[src/rtl/muldiv_pkg.sv]
// Shared definitions for the RV32M multiply/divide unit: op encodings,
// FSM states and the default operand width.
package muldiv_pkg;

    localparam int unsigned XLEN_DEF = 32;
    localparam int unsigned OP_W     = 3;
    localparam int unsigned RD_W     = 5;

    // funct3 encodings of the M extension
    localparam logic [OP_W-1:0] OP_MUL    = 3'd0;
    localparam logic [OP_W-1:0] OP_MULH   = 3'd1;
    localparam logic [OP_W-1:0] OP_MULHSU = 3'd2;
    localparam logic [OP_W-1:0] OP_MULHU  = 3'd3;
    localparam logic [OP_W-1:0] OP_DIV    = 3'd4;
    localparam logic [OP_W-1:0] OP_DIVU   = 3'd5;
    localparam logic [OP_W-1:0] OP_REM    = 3'd6;
    localparam logic [OP_W-1:0] OP_REMU   = 3'd7;

    typedef enum logic [1:0] {
        IDLE = 2'd0,
        CALC = 2'd1,
        FIX  = 2'd2,
        DONE = 2'd3
    } state_e;

    // Divide/remainder ops all have funct3[2] set
    function automatic logic op_is_div(input logic [OP_W-1:0] op);
        return op[2];
    endfunction

    // Within the divide group, funct3[1] selects the remainder
    function automatic logic op_is_rem(input logic [OP_W-1:0] op);
        return op[1];
    endfunction

endpackage

[src/rtl/muldiv_unit_div.sv]
// Unsigned restoring divider core: one quotient bit per cycle, W cycles
// after start; quotient/remainder held once done.
module div_iter
    import muldiv_pkg::*;
#(
    parameter int unsigned W = XLEN_DEF
) (
    input  logic         clk,
    input  logic         reset,
    input  logic         start,
    input  logic [W-1:0] dividend,
    input  logic [W-1:0] divisor,
    output logic [W-1:0] quotient,
    output logic [W-1:0] remainder,
    output logic         done
);
    localparam int unsigned CNT_W = $clog2(W) + 1;

    logic [W-1:0]     quo_q;
    logic [W-1:0]     rem_q;
    logic [W-1:0]     dvs_q;
    logic [CNT_W-1:0] cnt_q;
    logic             run_q;
    logic [W:0]       shifted;
    logic [W:0]       diff;

    // Trial subtraction of the divisor from the partial remainder
    assign shifted = {rem_q, quo_q[W-1]};
    assign diff    = shifted - {1'b0, dvs_q};

    assign done      = run_q && (cnt_q == CNT_W'(W));
    assign quotient  = quo_q;
    assign remainder = rem_q;

    // Load on start, then shift one dividend bit in per cycle
    always_ff @(posedge clk or posedge reset) begin
        if (reset) begin
            quo_q <= '0;
            rem_q <= '0;
            dvs_q <= '0;
            cnt_q <= '0;
            run_q <= 1'b0;
        end else if (start) begin
            quo_q <= dividend;
            rem_q <= '0;
            dvs_q <= divisor;
            cnt_q <= '0;
            run_q <= 1'b1;
        end else if (run_q && !done) begin
            cnt_q <= cnt_q + CNT_W'(1);
            if (!diff[W]) begin
                rem_q <= diff[W-1:0];
                quo_q <= {quo_q[W-2:0], 1'b1};
            end else begin
                rem_q <= shifted[W-1:0];
                quo_q <= {quo_q[W-2:0], 1'b0};
            end
        end
    end

endmodule

[src/rtl/muldiv_unit.sv]
// RV32M multiply/divide execution unit. Iterative shift-add multiplier and
// restoring divider behind a valid/ready request and result handshake.
// Build option: define FAST_MUL_EN for a single-cycle multiplier on all
// MUL* ops; divides stay iterative in every build.
module muldiv_unit
    import muldiv_pkg::*;
#(
    parameter int unsigned XLEN = XLEN_DEF
) (
    input  logic            clk,
    input  logic            reset,
    input  logic            in_valid,
    output logic            in_ready,
    input  logic [2:0]      in_op,
    input  logic [XLEN-1:0] in_rs1,
    input  logic [XLEN-1:0] in_rs2,
    input  logic [4:0]      in_rd,
    output logic            out_valid,
    input  logic            out_ready,
    output logic [XLEN-1:0] out_result,
    output logic [4:0]      out_rd,
    output logic            wb_we,
    output logic            busy
);
    localparam int unsigned CNT_W = $clog2(XLEN) + 1;
    localparam int unsigned PW    = 2 * XLEN;
    localparam logic [XLEN-1:0] SMIN = {1'b1, {(XLEN-1){1'b0}}};

    state_e state, state_nxt;

    logic [2:0]       op_q;
    logic [XLEN-1:0]  rs1_q;
    logic [XLEN-1:0]  rs2_q;
    logic [XLEN-1:0]  mcand_q;
    logic [PW-1:0]    prod_q;
    logic [CNT_W-1:0] cnt_q;
    logic             neg_q;
    logic             rneg_q;

    logic            a_sgn, b_sgn, a_neg, b_neg;
    logic [XLEN-1:0] a_mag, b_mag;
    logic            accept, in_is_div, div_special, in_fix, div_start;
    logic [XLEN:0]   add_sum;
    logic [PW-1:0]   prod_step, prod_fin;
    logic [XLEN-1:0] quo, rem, quo_fin, rem_fin;
    logic            div_done, calc_done;
    logic [XLEN-1:0] calc_result, fix_result;

    // Which operands are interpreted as two's complement for this op
    always_comb begin
        a_sgn = 1'b0;
        b_sgn = 1'b0;
        case (in_op)
            OP_MULH, OP_DIV, OP_REM: begin
                a_sgn = 1'b1;
                b_sgn = 1'b1;
            end
            OP_MULHSU: a_sgn = 1'b1;
            default: ;
        endcase
    end

    assign a_neg = a_sgn & in_rs1[XLEN-1];
    assign b_neg = b_sgn & in_rs2[XLEN-1];
    assign a_mag = a_neg ? (~in_rs1 + XLEN'(1)) : in_rs1;
    assign b_mag = b_neg ? (~in_rs2 + XLEN'(1)) : in_rs2;

    // Divide by zero and signed overflow bypass the iterative divider
    assign accept      = in_valid && in_ready;
    assign in_is_div   = op_is_div(in_op);
    assign div_special = (in_rs2 == '0)
                       || (!in_op[0] && (in_rs1 == SMIN) && (in_rs2 == '1));
`ifdef FAST_MUL_EN
    assign in_fix = in_is_div ? div_special : 1'b1;
`else
    assign in_fix = in_is_div && div_special;
`endif
    assign div_start = accept && in_is_div && !in_fix;

    div_iter #(.W(XLEN)) u_div (
        .clk       (clk),
        .reset     (reset),
        .start     (div_start),
        .dividend  (a_mag),
        .divisor   (b_mag),
        .quotient  (quo),
        .remainder (rem),
        .done      (div_done)
    );

    // One shift-add multiplier step: conditional add into the high half, shift right
    assign add_sum   = {1'b0, prod_q[PW-1:XLEN]}
                     + (prod_q[0] ? {1'b0, mcand_q} : {(XLEN+1){1'b0}});
    assign prod_step = {add_sum, prod_q[XLEN-1:1]};
    assign calc_done = op_is_div(op_q) ? div_done : (cnt_q == CNT_W'(XLEN));

    // Sign fix-up of the magnitude results
    assign prod_fin = neg_q  ? (~prod_q + PW'(1)) : prod_q;
    assign quo_fin  = neg_q  ? (~quo + XLEN'(1))  : quo;
    assign rem_fin  = rneg_q ? (~rem + XLEN'(1))  : rem;

    // Result selection at the end of iteration
    always_comb begin
        calc_result = '0;
        if (op_is_div(op_q)) begin
            calc_result = op_is_rem(op_q) ? rem_fin : quo_fin;
        end else if (op_q == OP_MUL) begin
            calc_result = prod_fin[XLEN-1:0];
        end else begin
            calc_result = prod_fin[PW-1:XLEN];
        end
    end

`ifdef FAST_MUL_EN
    logic [PW-1:0] fast_prod, fast_fin;
    assign fast_prod = PW'(mcand_q) * PW'(prod_q[XLEN-1:0]);
    assign fast_fin  = neg_q ? (~fast_prod + PW'(1)) : fast_prod;
`endif

    // Single-cycle results: special divides, and multiplies in the fast build
    always_comb begin
        fix_result = '0;
        if (op_is_div(op_q)) begin
            if (rs2_q == '0) begin
                fix_result = op_is_rem(op_q) ? rs1_q : '1;
            end else begin
                fix_result = op_is_rem(op_q) ? '0 : rs1_q;
            end
        end else begin
`ifdef FAST_MUL_EN
            fix_result = (op_q == OP_MUL) ? fast_fin[XLEN-1:0] : fast_fin[PW-1:XLEN];
`else
            fix_result = '0;
`endif
        end
    end

    // State register
    always_ff @(posedge clk or posedge reset) begin
        if (reset) begin
            state <= IDLE;
        end else begin
            state <= state_nxt;
        end
    end

    // Next state and handshake outputs
    always_comb begin
        state_nxt = state;
        in_ready  = 1'b0;
        out_valid = 1'b0;
        case (state)
            IDLE: begin
                in_ready = 1'b1;
                if (in_valid) state_nxt = in_fix ? FIX : CALC;
            end
            CALC: if (calc_done) state_nxt = DONE;
            FIX:  state_nxt = DONE;
            DONE: begin
                out_valid = 1'b1;
                if (out_ready) state_nxt = IDLE;
            end
            default: state_nxt = IDLE;
        endcase
    end

    assign busy  = !in_ready;
    assign wb_we = out_valid && out_ready && (out_rd != '0);

    // Operand capture, iteration datapath and result holding register
    always_ff @(posedge clk or posedge reset) begin
        if (reset) begin
            op_q       <= '0;
            rs1_q      <= '0;
            rs2_q      <= '0;
            mcand_q    <= '0;
            prod_q     <= '0;
            cnt_q      <= '0;
            neg_q      <= 1'b0;
            rneg_q     <= 1'b0;
            out_result <= '0;
            out_rd     <= '0;
        end else begin
            case (state)
                IDLE: if (accept) begin
                    op_q    <= in_op;
                    rs1_q   <= in_rs1;
                    rs2_q   <= in_rs2;
                    mcand_q <= a_mag;
                    prod_q  <= {{XLEN{1'b0}}, b_mag};
                    cnt_q   <= '0;
                    neg_q   <= a_neg ^ b_neg;
                    rneg_q  <= a_neg;
                    out_rd  <= in_rd;
                end
                CALC: begin
                    if (!calc_done) begin
                        cnt_q <= cnt_q + CNT_W'(1);
                        if (!op_is_div(op_q)) prod_q <= prod_step;
                    end else begin
                        out_result <= calc_result;
                    end
                end
                FIX: out_result <= fix_result;
                default: ;
            endcase
        end
    end

endmodule

[config.mk]
export PLATFORM = sky130hd
export DESIGN_NAME = muldiv_unit
export DESIGN_NICKNAME = d
export VERILOG_FILES = /design/src/rtl/muldiv_pkg.sv /design/src/rtl/muldiv_unit_div.sv /design/src/rtl/muldiv_unit.sv
export SDC_FILE = /design/constraint.sdc
export NUM_CORES = 1
export LEC_CHECK = 0
export CAP_MARGIN = 10
export CORE_MARGIN = 5
export CORE_UTILIZATION = 45
export CTS_CLUSTER_DIAMETER = 40
export DETAILED_ROUTE_END_ITERATION = 10
export PLACE_DENSITY = 0.66
export SLEW_MARGIN = 20
export SYNTH_ARGS = -nofsm -noshare
export SYNTH_HDL_FRONTEND = slang
export SYNTH_SLANG_ARGS = --single-unit
[constraint.sdc]
create_clock -name clk -period 18.5 [get_ports clk]
set_clock_uncertainty 0.15 [all_clocks]
set_input_delay 2.775 -clock clk [delete_from_list [all_inputs] [get_ports clk]]
set_output_delay 2.775 -clock clk [all_outputs]
set_load 0.05 [all_outputs]
==> metrics.md <==
| Metric | Value |
|---|---|
| Die Area | 52900 um^2 |
| CP Max Fanout | 70 |
| Top post-synthesis cells by area | dfrtp_1 (36%), nand2_1 (6.6%), o21ai_0 (6.2%) |
| First-pass GRT wire length | 117000 um |
| Worst setup EP type | flop |
| CP delay by family, top | simple AND/OR/NAND/NOR gates |
| Hold WC Path Type | flop to flop |
| Port bufs | 116 |
| Startpoint Class | input port |
| Max Fclk | about 0.14 GHz |
| Mapped Area | 21800 um^2 |
| Root buf cell | clkbuf_16 |
| Total gr overflow | 0 |
| I/O pin total | 117 |
| Drt wl/cell | 23.0 um |
| # rows | 80 |
| Post-CTS Setup Bufs | 0 |
| Post-synth EDFFs | 0 |
| Vias in the first global route | 19300 |
| CP peak stage delay | ~950 ps |
| Clk pwr share | 0.186 |
| Clk_lat worst skew | 610 ps |
| Resized Gates After CTS | 0 |
| Ys flop type | dfrtp_1 |
| Vias per cell | 6.13 |
| Tmin final | 7300 ps |
| TritonCTS sink count | about 310 |
| ANT nets after route | 0 |
| Layout cell share with drive strength beyond 1 | 0.0896 |
| #FFs+latches synth | ~310 |
| Die Wd | 230 um |
| Initial DRT Pass Iterations | 5 |
| Core area | 47700 um^2 |
| Most used cell, CP | or3_1 |
| Sequential fraction of the synthesis area | 0.359 |
| Top post-synthesis cells by count | nand2_1 (383), dfrtp_1 (312), o21ai_0 (270), nor2_1 (192), a21oi_1 (164) |
| WP buf/inv | 3 |
| Gpl congestion | 0.984 |
| Max Cap Violations | 0 |
| Clock tree from TritonCTS | done |
| Die Ht | between 200 and 250 um |
| # H-tree levels | 2 |
| Placement Setup Slack | about 11000 ps |
| Max Buffers Root-to-Sink | 3 |
| Hold_buf cts | 0 |
| Post-Route WL | 76600 um |
| RSZ-0062 raised after global routing | no |
| Initial Utilization | 0.456 |
| Post-Syn Nets | 2762 |
| Sequential fraction of design power | 0.256 |
| Final hold violation count | 0 |
| Setup TNS | 0 ps |
| Async set-reset flop share out of synthesis | 1.00 |
| Vias post-DR | 20400 |
| Clock Pin Slew Worst Setup and Hold Paths | ~50 ps |
| Internal power | 2.90 mW |
| CP max-delay cell | and2_1 |
| Nets | 2821 |
| Outcome | complete, no violations |
| Count leader, synth | nand2_1 |
| Switching share of total power | 0.493 |
| Worst Tran Pin Value | around 1100 ps |
| Synth warn | 0 |
| Cells along the critical path | clkdlybuf4s50_1, inv_1, ha_1, or3b_2, or3_1, or3_1, nor4_1, nor2_1, nand4_1, buf_4, and2_1, nand2_1, o31ai_1 |
| Critical Path RT | 18850 ps |
| Synth-to-Final Area Change | 16.4% |
| Pwr dens | 226 nW/um^2 |
| Crit Path Class | input port to flop |
| Slew Limit Fails | 0 |
| Iter 0 DRT Violations | 2274 |
| Combinational Power Share | 0.558 |
| Synth area leader | dfrtp_1 |
| Max IR drop VDD | 0.169 mV |
| Share of the synthesized area in the top cell type | 0.359 |
| Crit path DAT | 7650 ps |
| Period Utilization, post-route | 0.394 |
| LEAKAGE | 10.5 nW |
| Cells after synthesis | 2606 |
| Mean post-synth cell area | roughly 8.3 um^2 |
| Hpwl dp | 57500 um |
| NetSw | ~2.8 mW |
| Tot GR Track Use | 0.281 |
| CTS Buf Count | 56 |
| Slew headroom | 0.273 |
| Residual DRC | 0 |
| Pin count of the biggest net entering global routing | 129 |
| Worst setup margin | 11200 ps |
| Initial antenna violation count | 2 |
| Synth cell types | around 80 |
| Final-report setup violation count | 0 |
final timing paths:
| path | from | end | slack (ps) | cells past startpoint |
|---|---|---|---|---|
| max | in_rs1[0] | u_div.remainder[27]$_DFFE_PP0P_ | 11200 | 13 |
| min | u_div.dvs_q[17]$_DFFE_PP0P_ | u_div.dvs_q[17]$_DFFE_PP0P_ | 330 | 2 |
| max reg2reg | prod_q[17]$_DFFE_PP0P_ | out_result[22]$_DFFE_PP0P_ | 14160 | 9 |
| min reg2reg | u_div.dvs_q[17]$_DFFE_PP0P_ | u_div.dvs_q[17]$_DFFE_PP0P_ | 330 | 2 |
| max in group asynchronous | reset | rs1_q[24]$_DFFE_PP0P_ | 13440 | 4 |
| min in group asynchronous | reset | rs2_q[6]$_DFFE_PP0P_ | 2620 | 2 |
per-stage QoR:
| stage | util | instances | total power [mW] | hold WS, ps | area, um^2 |
|---|---|---|---|---|---|
| floorplan | - | 2606 | 3.60 | 292 | 21800 |
| global placement | 0.490 | 3222 | 4.53 | 312 | 23400 |
| detailed placement | 0.490 | 3222 | 4.58 | 313 | 23400 |
| CTS | 0.530 | 3327 | 5.68 | 333 | 25300 |
| global route | 0.531 | 3327 | 6.09 | 357 | 25300 |
| finish | 0.531 | 3328 | 5.73 | 325 | 25300 |
layer usage:
layer / track usage / wire (um) / up-vias
li1: - / - / 9430
met1: 0.389 / 33000 / 10000
met2: 0.446 / 35100 / 797
met3: 0.0593 / 6060 / 132
met4: 0.0820 / 2430 / 0
met5: 0 / 0 / -
power groups by stage:
stage	Sequential, mW	Combinational [mW]	Clock, mW
after floorplan	1.40	2.20	0
after global placement	1.45	3.07	0
after detailed placement	1.46	3.12	0
after CTS	1.46	3.15	1.08
after global routing	1.50	3.49	1.11
final	1.47	3.20	1.06
worst reg2reg max path, cell delays in order, from the launching register on:
cell	delay, ps
dfrtp_1	460
or4_1	610
nor4_1	330
nand4bb_1	310
nor4_1	720
nand2_1	290
nor2_1	260
mux2i_1	210
a2111oi_0	730
a221o_1	200
kinds of logic after synthesis:
family | count (synthesis) | synth area share
buffers and inverters | 227 | 0.0397
adders and majority gates | 96 | 0.0541
muxes | 111 | 0.0553
xor gates and xnor gates | 222 | 0.0894
and+or+nand+nor | 888 | 0.190
AOI/OAI and AO/OA | 750 | 0.213
DFF | 312 | 0.359
flip-flops by register name, summed over array words and instances, names as in the netlist, 2 cells and up:
signal	flops
prod_q	64
rs2_q	32
u_div.remainder	32
op_q	3
mcand_q	31
cnt_q	6
u_div.dvs_q	32
u_div.cnt_q	6
out_result	32
state	2
out_rd	5
u_div.quotient	32
rs1_q	32
layout make-up:
class                           instances  area, um^2
Multi-Input combinational cell       2067       13100
Clock inverter                         43         469
Inverter                               89         342
Antenna cell                            1        2.50
Fill cell                            4425       22400
Tap cell                              615         769
Clock buffer                           62        1480
Timing Repair Buffer                  139        1330
Sequential cell                       312        7810
cells in the final DEF (no fill, tap or decap), drive strengths merged, types with 38 or more instances in the layout:
| master | n |
|---|---|
| and2 | 45 |
| inv | 114 |
| dfrtp | 312 |
| clkbuf | 62 |
| a21oi | 164 |
| mux2 | 73 |
| o31ai | 56 |
| ha | 78 |
| nor3 | 41 |
| clkdlybuf4s50 | 116 |
| nand2 | 383 |
| nor2 | 192 |
| xor2 | 111 |
| xnor2 | 111 |
| mux2i | 38 |
| o21ai | 276 |
No activity file was read; power rests on OpenSTA's default activity.
